==> src/rtl/uart_pkg.sv <==
// Shared types and constants for the word-level UART transmitter.
// Holds the tx state encoding, 8N1 framing constants and the bit-period helper.
package uart_pkg;

  typedef enum logic [2:0] {
    IDLE  = 3'd0,
    LOAD  = 3'd1,
    START = 3'd2,
    DATA  = 3'd3,
    STOP  = 3'd4,
    GAP   = 3'd5
  } tx_state_t;

  localparam logic START_BIT = 1'b0;
  localparam logic STOP_BIT  = 1'b1;
  localparam int   DATA_BITS = 8;

  // Clock cycles per bit, truncated.
  function automatic int bit_cyc(input int clk_fre, input int bps);
    return (clk_fre * 1000000) / bps;
  endfunction

endpackage

==> src/rtl/uart_bit_tx_module.sv <==
// 8N1 byte framer: start bit, 8 data bits LSB first, stop bit, each BIT_CYC cycles.
// A byte offered during the last stop-bit cycle starts immediately, so bytes run back-to-back.
module uart_bit_tx_module
  import uart_pkg::*;
#(
  parameter int BIT_CYC = 10
) (
  input  logic       clk,
  input  logic       rst_n,
  input  logic [7:0] byte_data,
  input  logic       byte_valid,
  output logic       byte_ready,
  output logic       tx_pin,
  output tx_state_t  state
);

  localparam int TW = $clog2(BIT_CYC);

  logic [TW-1:0] timer;
  logic [2:0]    bit_idx;
  logic [7:0]    shreg;
  logic          bit_end;

  assign bit_end    = (timer == TW'(BIT_CYC - 1));
  assign byte_ready = (state == IDLE) || ((state == STOP) && bit_end);

  always_ff @(posedge clk or negedge rst_n) begin
    if (!rst_n) begin
      state   <= IDLE;
      timer   <= '0;
      bit_idx <= '0;
      shreg   <= '0;
      tx_pin  <= STOP_BIT;
    end else begin
      case (state)
        IDLE: begin
          timer  <= '0;
          tx_pin <= STOP_BIT;
          if (byte_valid) begin
            state  <= START;
            shreg  <= byte_data;
            tx_pin <= START_BIT;
          end
        end
        START: begin
          if (bit_end) begin
            state   <= DATA;
            timer   <= '0;
            bit_idx <= '0;
            tx_pin  <= shreg[0];
          end else begin
            timer <= timer + 1'b1;
          end
        end
        DATA: begin
          if (bit_end) begin
            timer <= '0;
            if (bit_idx == 3'(DATA_BITS - 1)) begin
              state  <= STOP;
              tx_pin <= STOP_BIT;
            end else begin
              bit_idx <= bit_idx + 1'b1;
              shreg   <= shreg >> 1;
              tx_pin  <= shreg[1];
            end
          end else begin
            timer <= timer + 1'b1;
          end
        end
        STOP: begin
          if (bit_end) begin
            timer <= '0;
            if (byte_valid) begin
              state  <= START;
              shreg  <= byte_data;
              tx_pin <= START_BIT;
            end else begin
              state <= IDLE;
            end
          end else begin
            timer <= timer + 1'b1;
          end
        end
        default: begin
          state  <= IDLE;
          tx_pin <= STOP_BIT;
        end
      endcase
    end
  end

endmodule

==> src/rtl/uart_reg_tx_module.sv <==
// Word-level UART transmitter: word FIFO, byte sequencer and inter-word idle gap.
// Each word is sent as NBYTE back-to-back 8N1 frames followed by IDLE_CYCLE idle bit times.
module uart_reg_tx_module
  import uart_pkg::*;
#(
  parameter int CLK_FRE    = 50,
  parameter int BPS        = 115200,
  parameter int IDLE_CYCLE = 20,
  parameter int REG_WIDTH  = 32,
  parameter int FIFO_DEPTH = 8,
  parameter int MSB_FIRST  = 1
) (
  input  logic                 clk,
  input  logic                 rst_n,
  input  logic [REG_WIDTH-1:0] uart_tx_data,
  input  logic                 uart_tx_valid,
  output logic                 uart_tx_ready,
  output logic                 uart_tx_port,
  output logic                 uart_tx_busy
);

  localparam int BIT_CYC = bit_cyc(CLK_FRE, BPS);
  localparam int NBYTE   = REG_WIDTH / 8;
  localparam int GAP_CYC = IDLE_CYCLE * BIT_CYC;
  localparam int AW      = $clog2(FIFO_DEPTH);
  localparam int GW      = $clog2(GAP_CYC);
  localparam int IW      = (NBYTE > 1) ? $clog2(NBYTE) : 1;

  function automatic logic [7:0] first_byte(input logic [REG_WIDTH-1:0] w);
    return (MSB_FIRST != 0) ? w[REG_WIDTH-1 -: 8] : w[7:0];
  endfunction

  function automatic logic [REG_WIDTH-1:0] next_word(input logic [REG_WIDTH-1:0] w);
    return (MSB_FIRST != 0) ? (w << 8) : (w >> 8);
  endfunction

  // Handshake: a word transfers on a rising clk edge where uart_tx_valid && uart_tx_ready;
  // ready depends only on FIFO fullness, never on valid.
  logic [REG_WIDTH-1:0] mem [FIFO_DEPTH];
  logic [AW:0]          wr_ptr, rd_ptr;
  logic                 full, empty, push, pop;
  logic [REG_WIDTH-1:0] head;

  tx_state_t            seq_state, bit_state;
  logic [REG_WIDTH-1:0] word_reg;
  logic [IW-1:0]        byte_idx;
  logic [GW-1:0]        gap_cnt;
  logic                 byte_valid, byte_ready;
  logic [7:0]           byte_data;

  assign full          = (wr_ptr[AW] != rd_ptr[AW]) && (wr_ptr[AW-1:0] == rd_ptr[AW-1:0]);
  assign empty         = (wr_ptr == rd_ptr);
  assign push          = uart_tx_valid && !full;
  assign pop           = (seq_state == LOAD);
  assign head          = mem[rd_ptr[AW-1:0]];
  assign uart_tx_ready = !full;
  assign uart_tx_busy  = !empty || (seq_state != IDLE) || (bit_state != IDLE);

  always_ff @(posedge clk) begin
    if (push) mem[wr_ptr[AW-1:0]] <= uart_tx_data;
  end

  always_ff @(posedge clk or negedge rst_n) begin
    if (!rst_n) begin
      wr_ptr <= '0;
      rd_ptr <= '0;
    end else begin
      if (push) wr_ptr <= wr_ptr + 1'b1;
      if (pop)  rd_ptr <= rd_ptr + 1'b1;
    end
  end

  // The first byte is offered straight from the FIFO head during LOAD so the
  // start bit begins on the edge that leaves LOAD.
  assign byte_valid = (seq_state == LOAD) ||
                      ((seq_state == DATA) && (byte_idx != IW'(NBYTE - 1)));
  assign byte_data  = (seq_state == LOAD) ? first_byte(head) : first_byte(word_reg);

  // DATA here means "bytes of the current word are on the line"; the framer
  // reports its own START/DATA/STOP phase through bit_state.
  always_ff @(posedge clk or negedge rst_n) begin
    if (!rst_n) begin
      seq_state <= IDLE;
      word_reg  <= '0;
      byte_idx  <= '0;
      gap_cnt   <= '0;
    end else begin
      case (seq_state)
        IDLE: begin
          gap_cnt <= '0;
          if (!empty) seq_state <= LOAD;
        end
        LOAD: begin
          word_reg  <= next_word(head);
          byte_idx  <= '0;
          seq_state <= DATA;
        end
        DATA: begin
          if (byte_ready) begin
            if (byte_idx == IW'(NBYTE - 1)) begin
              seq_state <= GAP;
              gap_cnt   <= '0;
            end else begin
              byte_idx <= byte_idx + 1'b1;
              word_reg <= next_word(word_reg);
            end
          end
        end
        GAP: begin
          if (gap_cnt == GW'(GAP_CYC - 1)) begin
            seq_state <= IDLE;
            gap_cnt   <= '0;
          end else begin
            gap_cnt <= gap_cnt + 1'b1;
          end
        end
        default: seq_state <= IDLE;
      endcase
    end
  end

  uart_bit_tx_module #(
    .BIT_CYC(BIT_CYC)
  ) u_bit_tx (
    .clk       (clk),
    .rst_n     (rst_n),
    .byte_data (byte_data),
    .byte_valid(byte_valid),
    .byte_ready(byte_ready),
    .tx_pin    (uart_tx_port),
    .state     (bit_state)
  );

endmodule
==> config.mk <==
export PLATFORM = sky130hd
export DESIGN_NAME = uart_reg_tx_module
export DESIGN_NICKNAME = d
export VERILOG_FILES = /design/src/rtl/uart_pkg.sv /design/src/rtl/uart_bit_tx_module.sv /design/src/rtl/uart_reg_tx_module.sv
export SDC_FILE = /design/constraint.sdc
export NUM_CORES = 1
export LEC_CHECK = 0
export BUFFER_PORTS_ARGS = -buffer_cell sky130_fd_sc_hd__buf_2
export CAP_MARGIN = 15
export CORE_ASPECT_RATIO = 1.1
export CORE_UTILIZATION = 55
export DETAILED_ROUTE_END_ITERATION = 8
export HOLD_SLACK_MARGIN = 0.05
export PLACE_DENSITY = 0.8
export SYNTH_ARGS = -nofsm -noshare
export SYNTH_HDL_FRONTEND = slang
export SYNTH_SLANG_ARGS = --single-unit
==> constraint.sdc <==
create_clock -name clk -period 4.7 [get_ports clk]
set_clock_uncertainty 0.2 [all_clocks]
set_input_delay 0.47 -clock clk [delete_from_list [all_inputs] [get_ports clk]]
set_output_delay 0.47 -clock clk [all_outputs]
set_load 0.05 [all_outputs]
After elaboration in Yosys (flattened, before gate mapping). Memory sizes are Yosys's and may differ from the RTL's. Cells that the tools add are included.

Add/subtract/negate cells: 6. Equal/unequal tests: 26. Mux-type cells: 43. Reductions and logical operators: 27.

Operators with widths (count): 32-bit 2-to-1 mux (2); 32-bit case mux with 2 select lines (1); 14-bit 2-to-1 mux (3); 14-bit case mux with 3 select lines (1); 8-bit 2-to-1 mux (5); 3-bit 2-to-1 mux (12); 3-bit case mux with 4 select lines (2); 8-bit case mux with 3 select lines (1); 9-bit case mux with 2 select lines (1); 2-bit != test, second input constant (8); 4-bit AND reduction (4); 14-bit by 1-bit adder with 14-bit output, second input constant (1); 14-bit == test, second input constant (1); 3-bit nonzero test (4); 2-bit by 1-bit != test with 1-bit output, second input constant (5); 9-bit by 1-bit adder with 9-bit output, second input constant (1); 3-bit by 2-bit == test with 1-bit output, second input constant (3); 3-bit == test, second input constant (3); 9-bit == test, second input constant (1); 9-bit 2-to-1 mux (1); 4-bit by 1-bit adder with 4-bit output, second input constant (2); 1-bit 2-to-1 mux (8); 3-bit zero test (2); 2-bit 2-to-1 mux (3); 17 further kinds (27).

Register bits: 83. Memory bits (writable): 256. Input bits: 35. Output and inout bits: 3. Logic and storage cells: 114. Memories kept: 1.

Memories: mem (depth 8, bits a word 32, rd ports 1, clocked after Yosys merged registers in 0, write ports 1, line uart_reg_tx_module.sv:39) `logic [REG_WIDTH-1:0] mem [FIFO_DEPTH];`.

Logic depth before layout (Yosys ltp).
Depth in word-level cells: 6. Mapped depth: 8. Gate-level depth less buffers: 7.

Cells and area by module. A second synthesis with hierarchy kept.

Cell total of the unflattened synthesis: 797. Area, all modules: 13664.4 um^2.

Modules (own cells, without submodules): uart_reg_tx_module (times used 1, cells each 660, area an instance 12234.2 um^2, seq. area each 8963.6 um^2); uart_bit_tx_module (times used 1, cells each 137, area an instance 1430.1 um^2, seq. area each 601.8 um^2).

Worst setup path before layout. OpenSTA, ideal clock, no wires.

Kind: reg-to-reg. From: reg rd_ptr[0]. To: mem mem[0][0] (enable). Library setup time: 0.461 ns. Arrival: 4.056 ns. Data required time: 4.039 ns. Slack: -0.017 ns. Cell stages (with the launch flop): 8. Buffers on the path: 2. Period minus slack after synthesis: 4.717 ns. Cells stage by stage: dfrtp_1 -> buf_2 -> buf_6 -> xnor2_1 -> nand4_1 -> nand2_1 -> or2_2 -> nor3_1.

Cells in the longest elaborated chain, start to end: 6.

RTL lines: from (decl) (line uart_reg_tx_module.sv:40) `logic [AW:0] wr_ptr, rd_ptr;`; from (signal assigned) (line uart_reg_tx_module.sv:69) `if (pop) rd_ptr <= rd_ptr + 1'b1;`; 3-bit == test (line uart_reg_tx_module.sv:51) `assign full = (wr_ptr[AW] != rd_ptr[AW]) && (wr_ptr[AW-1:0] == rd_ptr[AW-1:0]);`; 1-bit logical AND (line uart_reg_tx_module.sv:51); 1-bit zero test; named net uart_tx_ready (line uart_reg_tx_module.sv:17) `output logic uart_tx_ready,`; 1-bit logical AND (line uart_reg_tx_module.sv:53) `assign push = uart_tx_valid && !full;`; 1-bit 2-to-1 mux (line uart_reg_tx_module.sv:60) `if (push) mem[wr_ptr[AW-1:0]] <= uart_tx_data;`; 1-bit 2-to-1 mux (implied by the code) (line uart_reg_tx_module.sv:60); to (decl) (line uart_reg_tx_module.sv:39).

The timed path passes the listed nets, and every way through them passes these cells.

Worst setup path after layout.
From: reg rd_ptr[1]. To: out uart_tx_busy.

Cells in the longest elaborated chain, start to end: 4.

RTL lines: 4-bit == test (line uart_reg_tx_module.sv:52) `assign empty = (wr_ptr == rd_ptr);`; 1-bit zero test; 1-bit logical OR (2 in a row) (line uart_reg_tx_module.sv:57) `assign uart_tx_busy = !empty || (seq_state != IDLE) || (bit_state != IDLE);`; to (decl) (line uart_reg_tx_module.sv:19) `output logic uart_tx_busy`.

Every way passes these cells.

==> flow_summary.json <==
{
  "outcome": "complete, no violations",
  "wl_mm": 25.8,
  "cts-root-buf": "clkbuf_16",
  "wl_per_cell_um": 21.3,
  "synth_seq_cells": 331,
  "synth_top_area_frac": 0.570,
  "grt_pass1_wl_mm": 41.7,
  "overflow": 0,
  "synth_nets": 856,
  "drt_first_pass_iters": 5,
  "ctsLongestPathBuffers": 3,
  "via_count": 7399,
  "slowest_stage": "dfrtp_2",
  "placed_cells": 1131,
  "power.density_nw_per_um2": 578,
  "ioPinCount": 38,
  "crit_path_cell_trace": "xnor2_1, nand3_1, nor4_1, nand3_1, buf_2",
  "power_frac_clock": 0.287,
  "n_antenna_cell": 0,
  "dieArea_um2": 25100,
  "syn_inst": 813,
  "combPwrFrac": 0.263,
  "clk_latency_ns": 0.51,
  "yosysWarnings": 0,
  "nets": 928,
  "synth_edf_count": 256,
  "numCtsBuffers": 34,
  "area_growth_pct": 13.5,
  "detail-route-antenna-nets": 0,
  "ys_seq_area_frac": 0.710,
  "relSlewSlack": 0.366,
  "grt_antenna_before_repair": 0,
  "die_y_um": 166,
  "first_global_vias": 7727,
  "setup_violations": 0,
  "hpwl_mm": 15.4,
  "htree_levels": 2,
  "layout-drive-gt1-share": 0.229,
  "p_sw_w": 0.00266,
  "drt_iter0_markers": 592,
  "cts_resized": 0,
  "synthFlopType": "edfxtp_1",
  "power_frac_seq": 0.450,
  "grt_max_degree": 76,
  "cap_violations": 0,
  "place.gp.congestion": 0.801,
  "slowest_delay_ns": 0.76,
  "power.internal_w": 0.00618,
  "coreArea_um2": 23800,
  "maxSlewViolCount": 0,
  "final.period_utilization": 0.648,
  "cts.clk_slew.worst_paths_ns": 0.06,
  "fin_tns_setup_ns": 0,
  "switching_share": 0.301,
  "synth_area_per_cell_um2": 16.6,
  "timing.fmax_mhz": 329,
  "synth.area.top_cells": "edfxtp_1 (57%), dfrtp_1 (14%), mux4_2 (8.4%)",
  "final_cells": 1214,
  "cts.sinks": 331,
  "leakage_nw": 5.35,
  "required_ns": 4.03,
  "hp-class": "input pin to flop",
  "drc_errors": 0,
  "crit_type": "flop to output port",
  "portBuffers": 37,
  "rsz0062_at_grt": "no",
  "vdd_drop_max_mv": 0.530,
  "netlist_area_um2": 13500,
  "layout_min_cycle_time_ns": 3.04,
  "vias_per_cell": 6.09,
  "endpoint_kind": "output port",
  "hold_viol": 0,
  "hold_ws_ns": 0.0609,
  "initial_utilization": 0.565,
  "rows": 59,
  "ys_async_sr_fraction": 0.227,
  "yosys.cell_types.count": 55,
  "cts_tree": "done",
  "die-width_um": 151,
  "yosysTopAreaCell": "edfxtp_1",
  "crit_top_cell": "nand3_1",
  "critPathMaxFanout": 26,
  "track_usage": 0.220,
  "arrival_ns": 2.37,
  "critPathLaunchType": "flop",
  "largest_register_ffs": 256,
  "tightest_slew_ns": 0.951
}
[critical path, delay by kind of cell, from the launching register on]
kind	cells	cell delay [ns]
buffers and inverters	1	0.25
DFF	1	0.76
and+or+nand+nor	3	0.67
xor gates and xnor gates	1	0.20
[path summary, 6_finish.rpt]
| path | to | from | cells after the start | slack, ns |
|---|---|---|---|---|
| min in group asynchronous | u_bit_tx.timer[2] | rst_n | 2 | 0.46 |
| max in group asynchronous | rd_ptr[0] | rst_n | 2 | 3.12 |
| min | mem[0][7] | uart_tx_data[7] | 1 | 0.06 |
| min reg2reg | word_reg[21] | word_reg[21] | 2 | 0.28 |
| max reg2reg | mem[7][10] | rd_ptr[1] | 5 | 1.66 |
| max | uart_tx_busy | rd_ptr[1] | 5 | 1.66 |
[Yosys cell counts (3+ instances only)]
master and instances:
a21oi_1 12, a221o_1 7, a22o_1 3, a31oi_1 14, a41oi_1 5, and3_1 12
buf_2 14, buf_4 5, buf_6 4, clkbuf_1 14, dfrtp_1 74, edfxtp_1 256
ha_1 8, inv_1 4, mux2_2 37, mux2i_1 26, mux4_2 50, nand2_1 64
nand2b_1 9, nand3_1 17, nand3b_1 3, nor2_1 27, nor3_1 12, o21ai_0 68
o22ai_1 14, or2_2 3, or2b_1 4, xnor2_1 9, xor2_1 3
[cell type report]
cell class | instances | area, um^2
well taps | 305 | 382
flip-flops and latches | 331 | 9570
clock buffers | 40 | 895
inverters | 4 | 15.0
repair buffers | 75 | 531
clock inverters | 20 | 154
fillers | 1600 | 8550
multi-input cells | 439 | 3750
[power groups by stage]
| stage | combinational (W) | clock (W) | sequential, W |
|---|---|---|---|
| floorplan | 0.00179 | 0 | 0.00391 |
| global placement | 0.00228 | 0 | 0.00400 |
| detailed placement | 0.00233 | 0 | 0.00403 |
| CTS | 0.00236 | 0.00258 | 0.00398 |
| global route | 0.00255 | 0.00269 | 0.00403 |
| finish | 0.00233 | 0.00254 | 0.00398 |
[what timing repair did]
item / CTS / global route
buffers inserted: 0 / 0
hold buffers: 23 / 0
endpoints found under the hold margin: 244 / 0
[per-layer routing]
layer	part of all wire	GRT usage
met5	0	0
met4	0.036	0.0878
met3	0.056	0.0363
met2	0.51	0.367
met1	0.40	0.285
[layout by cell type (no fill, tap or decap), types with 3 or more instances in the layout]
master	instances
a21oi_1	12
a221o_1	7
a22o_1	3
a31oi_1	14
a41oi_1	5
and3_1	12
buf_2	36
buf_4	16
clkbuf_1	5
clkbuf_16	35
clkinv_1	6
clkinv_2	8
clkinvlp_4	3
dfrtp_1	71
dlygate4sd3_1	23
edfxtp_1	256
ha_1	8
inv_1	4
mux2_2	37
mux2i_1	26
mux4_2	50
nand2_1	64
nand2b_1	9
nand3_1	17
nand3b_1	3
nor2_1	21
nor2_4	6
nor3_1	10
o21ai_0	68
o22ai_1	14
or2_2	3
or2b_1	4
xnor2_1	9
xor2_1	3
[per-stage QoR]
step / utilization / instance area (um^2) / total power, W / setup slack (ns)
2_1_floorplan: - / 13500 / 0.00570 / 0.254
3_3_place_gp: 0.588 / 14000 / 0.00628 / 1.72
3_5_place_dp: 0.588 / 14000 / 0.00636 / 1.66
4_1_cts: 0.641 / 15300 / 0.00892 / 1.64
5_1_grt: 0.641 / 15300 / 0.00927 / 1.48
6_report: 0.641 / 15300 / 0.00885 / 1.66
[logic make-up after synthesis]
family | Yosys count | share of synthesized area
adder cells (fa/ha/maj) | 8 | 0.00743
multiplexers | 113 | 0.134
AND/OR/NAND/NOR | 168 | 0.0623
AO/OA/AOI/OAI | 138 | 0.0623
flip-flops | 331 | 0.710
buffers and inverters | 43 | 0.0169
XOR/XNOR | 12 | 0.00780
(Power assumes the default switching activity.)
